--- src/rtl/mat_wb_pkg.sv ---
// rtl/mat_wb_pkg.sv - shared defaults, word type and state encoding for the result writeback engine
package mat_pkg;

    localparam int MAT_ADDR_WIDTH = 12;
    localparam int MAT_LANE_WIDTH = 16;
    localparam int MAT_NUM_LANES  = 4;

    // Lane 0 occupies the least significant bits of a packed memory word
    localparam bit LANE0_AT_LSB = 1'b1;

    typedef logic [MAT_NUM_LANES*MAT_LANE_WIDTH-1:0] word_t;

    typedef enum logic [1:0] {
        IDLE  = 2'd0,
        RUN   = 2'd1,
        DRAIN = 2'd2,
        FIN   = 2'd3
    } wb_state_t;

endpackage

--- src/rtl/mat_wb_if.sv ---
// rtl/mat_wb_if.sv - command, result-lane and memory-write bundle of the writeback engine
interface mat_wb_if #(
    parameter int ADDR_WIDTH = mat_pkg::MAT_ADDR_WIDTH,
    parameter int LANE_WIDTH = mat_pkg::MAT_LANE_WIDTH
);
    logic                    cmd_valid;
    logic                    cmd_ready;
    logic [ADDR_WIDTH-1:0]   cmd_base_addr;
    logic [ADDR_WIDTH-1:0]   cmd_count;
    logic                    macs_valid;
    logic [LANE_WIDTH-1:0]   D_data_0;
    logic [LANE_WIDTH-1:0]   D_data_1;
    logic [LANE_WIDTH-1:0]   D_data_2;
    logic [LANE_WIDTH-1:0]   D_data_3;
    logic                    mem_grant;
    logic                    mem_wr_en;
    logic [ADDR_WIDTH-1:0]   mem_addr;
    logic [4*LANE_WIDTH-1:0] mem_wr_data;
    logic                    busy;
    logic                    done;
    logic                    overflow;

    modport master (
        output cmd_valid, cmd_base_addr, cmd_count, macs_valid,
               D_data_0, D_data_1, D_data_2, D_data_3, mem_grant,
        input  cmd_ready, mem_wr_en, mem_addr, mem_wr_data, busy, done, overflow
    );

    modport slave (
        input  cmd_valid, cmd_base_addr, cmd_count, macs_valid,
               D_data_0, D_data_1, D_data_2, D_data_3, mem_grant,
        output cmd_ready, mem_wr_en, mem_addr, mem_wr_data, busy, done, overflow
    );
endinterface

--- src/rtl/mat_wb_fifo.sv ---
// rtl/mat_wb_fifo.sv - synchronous result buffer with full/empty flags and simultaneous push/pop
module mat_wb_fifo #(
    parameter int WIDTH = 64,
    parameter int DEPTH = 4
) (
    input  logic             clk,
    input  logic             rst,
    input  logic             push,
    input  logic [WIDTH-1:0] push_data,
    input  logic             pop,
    output logic [WIDTH-1:0] pop_data,
    output logic             full,
    output logic             empty
);
    localparam int PW = $clog2(DEPTH);

    logic [WIDTH-1:0] mem [DEPTH];
    logic [PW:0]      wr_ptr;
    logic [PW:0]      rd_ptr;
    logic             do_push;
    logic             do_pop;

    // Pointers carry one extra wrap bit so full and empty are distinguishable
    assign empty    = (wr_ptr == rd_ptr);
    assign full     = (wr_ptr[PW] != rd_ptr[PW]) && (wr_ptr[PW-1:0] == rd_ptr[PW-1:0]);
    assign do_pop   = pop && !empty;
    assign do_push  = push && (!full || do_pop);
    assign pop_data = mem[rd_ptr[PW-1:0]];

    // Pointer advance; a push into a full buffer is accepted only alongside a pop
    always_ff @(posedge clk) begin
        if (rst) begin
            wr_ptr <= '0;
            rd_ptr <= '0;
        end else begin
            if (do_push) wr_ptr <= wr_ptr + 1'b1;
            if (do_pop)  rd_ptr <= rd_ptr + 1'b1;
        end
    end

    // Storage write, no reset needed since empty gates every read
    always_ff @(posedge clk) begin
        if (do_push) mem[wr_ptr[PW-1:0]] <= push_data;
    end
endmodule

--- src/rtl/mat_wb.sv ---
// rtl/mat_wb.sv - result writeback engine; defining MAT_WB_MODQ_EN masks each lane to LOG_Q bits before buffering
module mat_wb #(
    parameter int ADDR_WIDTH = mat_pkg::MAT_ADDR_WIDTH,
    parameter int LANE_WIDTH = mat_pkg::MAT_LANE_WIDTH,
    parameter int FIFO_DEPTH = 4,
    parameter int LOG_Q      = 15
) (
    input  logic     clk,
    input  logic     rstn,
    mat_wb_if.slave  bus
);
    import mat_pkg::*;

    localparam int WORD_WIDTH = MAT_NUM_LANES * LANE_WIDTH;
    localparam int CW         = ADDR_WIDTH + 1;

`ifdef MAT_WB_MODQ_EN
    localparam int MASK_BITS = LOG_Q;
`else
    // LOG_Q has no effect in this build; the mask keeps every lane bit
    localparam int MASK_BITS = LANE_WIDTH + 0 * LOG_Q;
`endif
    localparam logic [LANE_WIDTH-1:0] LANE_MASK = LANE_WIDTH'((64'd1 << MASK_BITS) - 64'd1);

    wb_state_t state;
    wb_state_t state_next;

    logic [ADDR_WIDTH-1:0] base_q;
    logic [ADDR_WIDTH-1:0] count_q;
    logic [ADDR_WIDTH-1:0] rcv_cnt;
    logic [ADDR_WIDTH-1:0] wr_cnt;
    logic [ADDR_WIDTH-1:0] drop_cnt;
    logic                  overflow_q;
    logic                  done_q;
    logic                  wr_en_q;
    logic [ADDR_WIDTH-1:0] addr_q;
    logic [WORD_WIDTH-1:0] wdata_q;

    logic                  fifo_full;
    logic                  fifo_empty;
    logic                  fifo_push;
    logic                  fifo_pop;
    logic [WORD_WIDTH-1:0] push_word;
    logic [WORD_WIDTH-1:0] head_word;
    logic                  accept_cmd;
    logic                  beat_take;
    logic                  beat_drop;
    logic [CW-1:0]         settled;

    logic [LANE_WIDTH-1:0] lane_0;
    logic [LANE_WIDTH-1:0] lane_1;
    logic [LANE_WIDTH-1:0] lane_2;
    logic [LANE_WIDTH-1:0] lane_3;

    assign lane_0    = bus.D_data_0 & LANE_MASK;
    assign lane_1    = bus.D_data_1 & LANE_MASK;
    assign lane_2    = bus.D_data_2 & LANE_MASK;
    assign lane_3    = bus.D_data_3 & LANE_MASK;
    assign push_word = LANE0_AT_LSB ? {lane_3, lane_2, lane_1, lane_0}
                                    : {lane_0, lane_1, lane_2, lane_3};

    mat_wb_fifo #(
        .WIDTH (WORD_WIDTH),
        .DEPTH (FIFO_DEPTH)
    ) u_fifo (
        .clk       (clk),
        .rst       (rstn),
        .push      (fifo_push),
        .push_data (push_word),
        .pop       (fifo_pop),
        .pop_data  (head_word),
        .full      (fifo_full),
        .empty     (fifo_empty)
    );

    // State register
    always_ff @(posedge clk) begin
        if (rstn) state <= IDLE;
        else      state <= state_next;
    end

    // Next state, beat acceptance and drop decision; completion counts the pop happening now
    // so that done follows the final write by one cycle
    always_comb begin
        state_next = state;
        accept_cmd = 1'b0;
        beat_take  = 1'b0;
        beat_drop  = 1'b0;
        fifo_push  = 1'b0;
        fifo_pop   = !fifo_empty && bus.mem_grant;
        settled    = CW'(wr_cnt) + CW'(drop_cnt) + CW'(fifo_pop);
        case (state)
            IDLE: begin
                if (bus.cmd_valid) begin
                    accept_cmd = 1'b1;
                    state_next = (bus.cmd_count == '0) ? FIN : RUN;
                end
            end
            RUN: begin
                if (bus.macs_valid && (rcv_cnt < count_q)) begin
                    beat_take = 1'b1;
                    if (fifo_full && !fifo_pop) beat_drop = 1'b1;
                    else                        fifo_push = 1'b1;
                    if ((CW'(rcv_cnt) + CW'(1)) == CW'(count_q)) state_next = DRAIN;
                end
            end
            DRAIN: begin
                if (settled == CW'(count_q)) state_next = FIN;
            end
            FIN: begin
                state_next = IDLE;
            end
            default: begin
                state_next = IDLE;
            end
        endcase
    end

    // Command latch, counters, sticky overflow, registered write port and done pulse
    always_ff @(posedge clk) begin
        if (rstn) begin
            base_q     <= '0;
            count_q    <= '0;
            rcv_cnt    <= '0;
            wr_cnt     <= '0;
            drop_cnt   <= '0;
            overflow_q <= 1'b0;
            done_q     <= 1'b0;
            wr_en_q    <= 1'b0;
            addr_q     <= '0;
            wdata_q    <= '0;
        end else begin
            if (accept_cmd) begin
                base_q     <= bus.cmd_base_addr;
                count_q    <= bus.cmd_count;
                rcv_cnt    <= '0;
                wr_cnt     <= '0;
                drop_cnt   <= '0;
                overflow_q <= 1'b0;
            end else begin
                if (beat_take) rcv_cnt <= rcv_cnt + 1'b1;
                if (beat_drop) begin
                    drop_cnt   <= drop_cnt + 1'b1;
                    overflow_q <= 1'b1;
                end
                if (fifo_pop) wr_cnt <= wr_cnt + 1'b1;
            end
            wr_en_q <= fifo_pop;
            if (fifo_pop) begin
                addr_q  <= base_q + wr_cnt;
                wdata_q <= head_word;
            end
            done_q <= (state == FIN);
        end
    end

    assign bus.cmd_ready   = (state == IDLE);
    assign bus.busy        = (state == RUN) || (state == DRAIN);
    assign bus.done        = done_q;
    assign bus.overflow    = overflow_q;
    assign bus.mem_wr_en   = wr_en_q;
    assign bus.mem_addr    = addr_q;
    assign bus.mem_wr_data = wdata_q;
endmodule

--- src/flat_wrapper.sv ---
// flat-port wrapper written by rule: the top's interface ports become plain ports
module mat_wb_flat import mat_pkg::*;
#(
    parameter int ADDR_WIDTH = mat_pkg::MAT_ADDR_WIDTH,
    parameter int LANE_WIDTH = mat_pkg::MAT_LANE_WIDTH,
    parameter int FIFO_DEPTH = 4,
    parameter int LOG_Q      = 15
)
  (clk, rstn, bus_cmd_valid, bus_cmd_base_addr, bus_cmd_count, bus_macs_valid, bus_D_data_0, bus_D_data_1, bus_D_data_2, bus_D_data_3, bus_mem_grant, bus_cmd_ready, bus_mem_wr_en, bus_mem_addr, bus_mem_wr_data, bus_busy, bus_done, bus_overflow);
  mat_wb_if #(.ADDR_WIDTH(ADDR_WIDTH), .LANE_WIDTH(LANE_WIDTH)) bus_i ();
  input  logic clk;
  input  logic rstn;
  input wire logic [$bits(bus_i.cmd_valid)-1:0] bus_cmd_valid;
  input wire logic [$bits(bus_i.cmd_base_addr)-1:0] bus_cmd_base_addr;
  input wire logic [$bits(bus_i.cmd_count)-1:0] bus_cmd_count;
  input wire logic [$bits(bus_i.macs_valid)-1:0] bus_macs_valid;
  input wire logic [$bits(bus_i.D_data_0)-1:0] bus_D_data_0;
  input wire logic [$bits(bus_i.D_data_1)-1:0] bus_D_data_1;
  input wire logic [$bits(bus_i.D_data_2)-1:0] bus_D_data_2;
  input wire logic [$bits(bus_i.D_data_3)-1:0] bus_D_data_3;
  input wire logic [$bits(bus_i.mem_grant)-1:0] bus_mem_grant;
  output wire logic [$bits(bus_i.cmd_ready)-1:0] bus_cmd_ready;
  output wire logic [$bits(bus_i.mem_wr_en)-1:0] bus_mem_wr_en;
  output wire logic [$bits(bus_i.mem_addr)-1:0] bus_mem_addr;
  output wire logic [$bits(bus_i.mem_wr_data)-1:0] bus_mem_wr_data;
  output wire logic [$bits(bus_i.busy)-1:0] bus_busy;
  output wire logic [$bits(bus_i.done)-1:0] bus_done;
  output wire logic [$bits(bus_i.overflow)-1:0] bus_overflow;
  assign bus_i.cmd_valid = bus_cmd_valid;
  assign bus_i.cmd_base_addr = bus_cmd_base_addr;
  assign bus_i.cmd_count = bus_cmd_count;
  assign bus_i.macs_valid = bus_macs_valid;
  assign bus_i.D_data_0 = bus_D_data_0;
  assign bus_i.D_data_1 = bus_D_data_1;
  assign bus_i.D_data_2 = bus_D_data_2;
  assign bus_i.D_data_3 = bus_D_data_3;
  assign bus_i.mem_grant = bus_mem_grant;
  assign bus_cmd_ready = bus_i.cmd_ready;
  assign bus_mem_wr_en = bus_i.mem_wr_en;
  assign bus_mem_addr = bus_i.mem_addr;
  assign bus_mem_wr_data = bus_i.mem_wr_data;
  assign bus_busy = bus_i.busy;
  assign bus_done = bus_i.done;
  assign bus_overflow = bus_i.overflow;
  mat_wb #(.ADDR_WIDTH(ADDR_WIDTH), .LANE_WIDTH(LANE_WIDTH), .FIFO_DEPTH(FIFO_DEPTH), .LOG_Q(LOG_Q)) u_core (.clk(clk), .rstn(rstn), .bus(bus_i));
endmodule
--- config.mk ---
export PLATFORM = sky130hd
export DESIGN_NAME = mat_wb_flat
export DESIGN_NICKNAME = d
export VERILOG_FILES = /design/src/rtl/mat_wb_pkg.sv /design/src/rtl/mat_wb_if.sv /design/src/rtl/mat_wb_fifo.sv /design/src/rtl/mat_wb.sv /design/src/flat_wrapper.sv
export SDC_FILE = /design/constraint.sdc
export NUM_CORES = 1
export LEC_CHECK = 0
export CELL_PAD_IN_SITES_DETAIL_PLACEMENT = 1
export CELL_PAD_IN_SITES_GLOBAL_PLACEMENT = 1
export CORE_MARGIN = 1
export CORE_UTILIZATION = 46
export CTS_CLUSTER_SIZE = 16
export DETAILED_ROUTE_END_ITERATION = 16
export GPL_ROUTABILITY_DRIVEN = 1
export PLACE_DENSITY_LB_ADDON = 0.1
export SYNTH_ARGS = -nofsm -noshare
export SYNTH_HDL_FRONTEND = slang
export SYNTH_SLANG_ARGS = --single-unit
--- constraint.sdc ---
create_clock -name clk -period 7.15 [get_ports clk]
set_input_delay 1.43 -clock clk [delete_from_list [all_inputs] [get_ports clk]]
set_output_delay 1.43 -clock clk [all_outputs]
set_load 0.005 [all_outputs]
==> results of run 1 <==
## power breakdown
part | internal (W) | leakage (nW) | switching [W]
clock | 0.00139 | 0.741 | 0.000933
sequential | 0.00263 | 3.50 | 0.000128
combinational | 0.000475 | 2.53 | 0.000511
total | 0.00449 | 6.77 | 0.00157
## cell usage after synthesis, drive strengths merged, types with 3 or more instances
cell,count
nor3,16
nor3b,4
a211oi,7
nand2b,6
dfxtp,147
ha,46
inv,36
edfxtp,256
xor2,31
nor2b,6
nor2,47
clkbuf,37
o21ai,22
o211ai,4
xnor2,44
nor4,7
nand4,16
mux2i,3
buf,22
or3,11
nand3,20
fa,3
a31oi,4
o21a,4
and3,9
mux4,64
o22ai,3
a21oi,128
a21o,6
nand2,225
## cell type report
cell class	count	area share
Sequential cell	403	0.525
Multi-Input combinational cell	765	0.277
Timing Repair Buffer	185	0.0898
Clock buffer	57	0.0596
Tap cell	461	0.0285
Clock inverter	23	0.0140
Inverter	36	0.00673
## per-stage QoR
stage          cells  instance area [um2]
5_1_grt         1930                20300
6_report        1930                20300
2_1_floorplan   1263                16600
3_5_place_dp    1850                18800
4_1_cts         1930                20300
3_3_place_gp    1850                18800
## metal layers
layer / track usage / share of wire
met5: 0 / 0
met4: 0.0601 / 0.019
met3: 0.0322 / 0.033
met2: 0.402 / 0.51
met1: 0.293 / 0.44
## worst max-delay path, stage by stage, from the launching register on
cell and delay (ps):
dfxtp_4 1020, xnor2_1 200, nand2_1 130, o21ai_4 820
clkinv_2 190, fa_1 520, fa_1 460, a21o_1 200
a21oi_2 150, xnor2_1 90, or4_1 460, nor4_1 330
nand4b_1 180, a211o_1 320, o311ai_1 80
## registers in the layout (all words and copies together), names as in the netlist
name / count
u_core.u_fifo.mem: 256
u_core.bus.overflow: 1
u_core.rcv_cnt: 12
u_core.u_fifo.rd_ptr: 3
u_core.bus.done: 1
u_core.bus.mem_addr: 12
u_core.drop_cnt: 12
u_core.wr_cnt: 12
u_core.u_fifo.wr_ptr: 3
u_core.bus.mem_wr_en: 1
u_core.state: 2
u_core.count_q: 12
u_core.base_q: 12
u_core.bus.mem_wr_data: 64
## kinds of logic (layout without fill, tap and decap cells)
| logic type | after synthesis | after routing | synth area share |
|---|---|---|---|
| fa+ha+maj | 49 | 49 | 0.0383 |
| compound gates | 194 | 194 | 0.0665 |
| xor+xnor | 75 | 75 | 0.0401 |
| simple gates | 380 | 380 | 0.102 |
| buf+inv | 95 | 301 | 0.0226 |
| flops | 403 | 403 | 0.641 |
| mux | 67 | 67 | 0.0888 |
## worst max-delay path by stage
stage                                    endpoint  slack, ps  cells after the start
final                             u_core.state[1]       1910                     14
after global placement            u_core.state[1]       1900                     13
after detailed placement          u_core.state[1]       1780                     13
after CTS                         u_core.state[1]       1860                     14
after global routing              u_core.state[1]       1550                     14
after floorplan           u_core.u_fifo.mem[0][0]       1950                      4
==> metrics.sh, run 1 <==
WORST_SETUP_SLACK_FINAL_PS=1910
POST-ROUTE-MIN-PERIOD_PS=5240
GRT_MAX_DEGREE=85
DETAIL_ROUTE.ITER0.VIOLATIONS=545
MULTIINPUTGATEAREA_MM2=0.00561
REMAINING_DRC_ERRORS=0
DIE_WIDTH_UM=192
DRIVE_GT1_FRAC=0.114
HOLD_PATH.CLASS='reg2reg'
YS_FF_LATCH=403
NUMCTSBUFFERS=43
SYNTH.TOP_CELL.AREA_SHARE=0.464
GRT_PASS1_WL_UM=63600
FINAL_CELL_MIX='256 x edfxtp_1, 225 x nand2_1, 172 x clkdlybuf4s50_1'
REPORT.POWER.TOTAL_W=0.00606
SKEW_PS=18.6
GRT_PASS1_VIAS=11159
CRITPATHLAUNCHTYPE='register'
GLOBALROUTETOTALUTIL=0.228
CTS-ROOT-TO-SINK-BUFFERS=3
POST_CTS_HOLD_BUFFER_COUNT=0
DIE_Y_UM=192
DRT-PASS1-ITER-COUNT=4
SEQCELLAREA_MM2=0.0106
UTILIZATION=0.571
RSZ0062_AT_GRT='no'
SYNTH.NET_COUNT=1405
MAX_FREQ_MHz=191
P_LEAK_nW=6.77
TIMING.FINAL.SETUP_VIOLATIONS=0
WORSTHOLDPATHCELLS=2
WIRE_PER_INST_UM=21.2
SYN_INST=1263
CLOCK_SINKS=403
SEQ_AREA_FRAC_SYNTH=0.641
MAPPEDNETLISTAREA_MM2=0.0166
MIN_DELAY_WORST_ENDPOINT='u_core.bus.mem_wr_data[13]'
CRIT_PATH_END_KIND='register'
POST_ROUTE_FRACTION_OF_THE_PERIOD_CONSUMED_BY_THE_CRITICAL_PATH=0.732
CRITICAL_PATH.STARTPOINT='u_core.u_fifo.rd_ptr[1]'
DPL_WORST_SLACK_PS=1780
CTS_TREE='built'
GLOBALROUTE.TOTALOVERFLOW=0
WORST_IR_DROP_VDD_mV=0.209
START_UTIL=0.467
CTS_RESIZED=0
CAP_VIOLATIONS=0
POST_SYNTH_EDFFS=256
SYNTH.AVG_CELL_AREA_UM2=13.1
SYNTH.LARGEST_AREA_CELL='edfxtp_1'
DIE_AREA_MM2=0.0368
SYNTH_CELL_TYPE_COUNT=63
CTS.CLK_SLEW.WORST_PATHS_PS=70
PWR_DENSITY_CELL_mW_PER_MM2=299
CRITICALPATHCATEGORY='reg2reg'
FINAL_COMMON_CELL='edfxtp_1'
FINAL.SETUP.TNS_PS=0
POSTCTSSETUPBUFFERS=0
DOMINANTREGCELLSYNTH='edfxtp_1'
FINAL-HOLD-VIOLATION-COUNT=0
IO_PINS=174
FINAL_ANTENNA_NET_COUNT=0
YS.WARNINGS.COUNT=0
NETLIST_TOP_CELLS_AREA='edfxtp_1 46%, dfxtp_1 18%, mux4_2 8.7%'
FILL_CELLS=3460
BUFFER_TYPE_AT_THE_CLOCK_TREE_ROOT='clkbuf_16'
FINALWIRELENGTH_UM=41000
PLACE.DETAILED.HPWL_UM=26500
GRT_ANTENNA_BEFORE_REPAIR=0
CTSHTREEMAXLEVEL=2
STATUS='finished clean'
NUM_ANTENNA_CELLS=0
WORST_HOLD_STARTPOINT='u_core.bus.mem_wr_data[13]'
CLOCK_INSERTION_DELAY_WORST_SKEW_PS=560
NUM_ROWS=69
WORST-SLEW-PIN-TRANSITION_PS=1070
PLACE.PORT_BUFFERS=173
NUM-NETS-FINAL=1576
FINAL.HOLD.WORST_SLACK_PS=457
CP.REQUIRED_PS=7610
FLOW.AREA_GROWTH_FROM_SYNTHESIS_PCT=22.3
ROUTED_VIA_DENSITY=5.45
SLEW_HEADROOM=0.282
GP_CONGESTION=0.835
R2R.WORST_PATH.CELLS=14
ROUTED-VIA-COUNT=10528
CRIT_ARRIVAL_PS=5700
MAXSLEWVIOLCOUNT=0
CP_MAX_FO=67
WORSTREG2REGEND='u_core.state[1]'
YS_ASYNC_SR_FRACTION=0
SETUP.REG_TO_REG.WORST_SLACK_PS=1910
PLACEABLECOREAREA_MM2=0.0355
WORSTREG2REGSTART='u_core.u_fifo.rd_ptr[1]'
Note: power is estimated with default switching activity, not from simulation.
==> run 2: changes to the inputs <==
- CORE_UTILIZATION: 46 -> 42
- clock period: 7.15 -> 4.42 ns (I/O delays scaled with it)
==> metrics.sh, run 2 (synthesis gave the netlist of run 1 again) <==
STATUS='finished clean'
GRT_MAX_DEGREE=77  # -9.4%
DIE_AREA_MM2=0.0403  # +9.4%
POST_ROUTE_FRACTION_OF_THE_PERIOD_CONSUMED_BY_THE_CRITICAL_PATH=0.861  # +0.128
CRIT_PATH_END_KIND='register'
FINAL_CELL_MIX='256 x edfxtp_1, 225 x nand2_1, 172 x clkdlybuf4s50_1'
MET2_ROUTING_RESOURCE_USAGE_AFTER_GLOBAL_ROUTING=0.367  # -0.0350
NUM-NETS-FINAL=1584  # +0.51%
CTS_RESIZED=0  # unchanged
REMAINING_DRC_ERRORS=0  # unchanged
POST_CTS_HOLD_BUFFER_COUNT=0  # unchanged
CLOCK_SINKS=403  # unchanged
POSTCTSSETUPBUFFERS=0  # unchanged
GLOBALROUTE.TOTALOVERFLOW=0  # unchanged
SLEW_HEADROOM=0.290  # +0.00767
CTS_TREE='built'
GLOBAL_ROUTE.USAGE.MET3=0.0409  # +0.00875
CTS.CLK_SLEW.WORST_PATHS_PS=60  # about the same
CP_MAX_FO=5  # -93%
BUFFER_TYPE_AT_THE_CLOCK_TREE_ROOT='clkbuf_16'
DRIVE_GT1_FRAC=0.112  # -0.00197
WORST_IR_DROP_VDD_mV=0.301  # +44%
PWR_DENSITY_CELL_mW_PER_MM2=474  # +58%
CRIT_ARRIVAL_PS=4230  # -1470 ps
WORSTREG2REGSTART='u_core.u_fifo.wr_ptr[1]'
GLOBALROUTETOTALUTIL=0.211  # -0.0171
DRT-PASS1-ITER-COUNT=4  # unchanged
FINALWIRELENGTH_UM=41200  # +0.60%
FINAL_COMMON_CELL='edfxtp_1'
ROUTED_VIA_DENSITY=5.27  # -3.3%
CRITICALPATHCATEGORY='reg2reg'
MAX_FREQ_MHz=263  # +38%
DIE_WIDTH_UM=201  # +4.6%
GRT_PASS1_WL_UM=65200  # +2.5%
PLACE.DETAILED.HPWL_UM=25900  # -2.3%
SETUP.REG_TO_REG.WORST_SLACK_PS=620  # -1300 ps
GRT_ANTENNA_BEFORE_REPAIR=4  # +4
POST-ROUTE-MIN-PERIOD_PS=3800  # -1430 ps
SKEW_PS=19.7  # +1.08 ps
R2R.WORST_PATH.CELLS=14  # unchanged
PLACED_CELLS=1914  # +3.5%
REPORT.POWER.TOTAL_W=0.00965  # +59%
CRITPATHLAUNCHTYPE='register'
GP_CONGESTION=0.817  # -2.2%
START_UTIL=0.427  # -0.0402
WORST_HOLD_STARTPOINT='u_core.bus.mem_wr_data[52]'
WORSTREG2REGEND='u_core.state[1]'
DIE_Y_UM=201  # +4.6%
IO_PINS=174  # unchanged
MIN_DELAY_WORST_ENDPOINT='u_core.bus.mem_wr_data[52]'
FINAL_ANTENNA_NET_COUNT=0  # unchanged
TIMING.FINAL.SETUP_VIOLATIONS=0  # unchanged
WORST-SLEW-PIN-TRANSITION_PS=1070  # -8.96 ps
RSZ0062_AT_GRT='no'
FILL_CELLS=3868  # +12%
WORSTHOLDPATHCELLS=2  # unchanged
NUM_ROWS=72  # +4.3%
CTSHTREEMAXLEVEL=2  # unchanged
CTS-ROOT-TO-SINK-BUFFERS=3  # unchanged
PLACEABLECOREAREA_MM2=0.0388  # +9.4%
FINAL.SETUP.TNS_PS=0  # unchanged
STDCELL_COUNT=1995  # +3.4%
FINAL.HOLD.WORST_SLACK_PS=453  # -3.54 ps
P_LEAK_nW=6.76  # -0.12%
FLOW.AREA_GROWTH_FROM_SYNTHESIS_PCT=22.9
PLACE.PORT_BUFFERS=173  # unchanged
MET1_USAGE=0.265  # -0.0283
DETAIL_ROUTE.ITER0.VIOLATIONS=403  # -26%
WIRE_PER_INST_UM=20.7  # -2.7%
HOLD_PATH.CLASS='reg2reg'
ROUTED-VIA-COUNT=10523  # -0.047%
MAXSLEWVIOLCOUNT=0  # unchanged
FINAL-HOLD-VIOLATION-COUNT=0  # unchanged
CAP_VIOLATIONS=0  # unchanged
LARGEST_REGISTER_FFS=256  # unchanged
CLOCK_INSERTION_DELAY_WORST_SKEW_PS=580  # +20 ps
CP.REQUIRED_PS=4840  # -2770 ps
NUM_ANTENNA_CELLS=0  # unchanged
GRT_MOST_USED_LAYER='met2'
NUMCTSBUFFERS=44  # +2.3%
GRT_PASS1_VIAS=11354  # +1.7%
-- run 2: cell types whose count changed in the layout (fill, tap and decap cells not counted), sizes merged --
cell / delta
bufinv: -3
clkinv: +1
inv: -2
clkbuf: +5
buf: +7
-- run 2: per-layer routing --
layer / vias to the layer above / wire [um] / share of wire
met5: - / 57 / 0.0014
met4: 8 / 798 / 0.019
met3: 55 / 1650 / 0.040
met2: 161 / 20700 / 0.50
met1: 5329 / 18000 / 0.44
li1: 4970 / - / -
-- run 2: worst max path at each step --
| stage | start | endpoint | slack (ps) | cells past startpoint |
|---|---|---|---|---|
| after global placement | bus_mem_grant | u_core.state[1] | 120 | 13 |
| final | u_core.u_fifo.wr_ptr[1] | u_core.state[1] | 620 | 14 |
| after detailed placement | bus_mem_grant | u_core.state[1] | 90 | 13 |
| after global routing | u_core.u_fifo.wr_ptr[1] | u_core.state[1] | 290 | 14 |
| after CTS | u_core.u_fifo.wr_ptr[1] | u_core.state[1] | 630 | 14 |
| after floorplan | u_core.count_q[6] | u_core.u_fifo.mem[0][0] | -540 | 9 |
-- run 2: area by class of cell --
type | instances | area (um2) | area share
Sequential cell | 403 | 10600 | 0.522
Clock inverter | 19 | 199 | 0.00977
Tap cell | 518 | 648 | 0.0318
Inverter | 36 | 136 | 0.00669
Timing Repair Buffer | 192 | 1930 | 0.0950
Multi-Input combinational cell | 765 | 5610 | 0.275
Clock buffer | 62 | 1210 | 0.0593
-- run 2: power by group --
part / switching [W] / internal, W / total, W
clock network: 0.00152 / 0.00205 / 0.00357
registers: 0.000146 / 0.00426 / 0.00440
logic: 0.000895 / 0.000784 / 0.00168
total: 0.00257 / 0.00709 / 0.00965
-- run 2: per-stage QoR --
stage	area, um2	util	setup WS [ps]
3_3_place_gp	19000	0.488	125
3_5_place_dp	19000	0.488	89.6
6_report	20400	0.525	616
5_1_grt	20400	0.525	287
4_1_cts	20400	0.525	626
2_1_floorplan	16600	-	-536
-- run 2: worst max-delay path: stages (launching register included) --
cell and delay, ps:
dfxtp_1 410, xnor2_1 140, nand2_1 130, o21ai_4 190, clkinv_2 90, fa_1 480, fa_1 450, a21o_1 200
a21oi_2 140, xnor2_1 90, or4_1 480, nor4_1 310, nand4b_1 190, a21oi_1 250, o311ai_1 100
==> run 3: changes to the inputs <==
- CTS_CLUSTER_SIZE: 16 -> 24
- GPL_ROUTABILITY_DRIVEN: 1 -> 0
- SLEW_MARGIN: unset -> 20
==> results of run 3 <==
No change in the layout: final DEF, timing and power equal those of run 2.
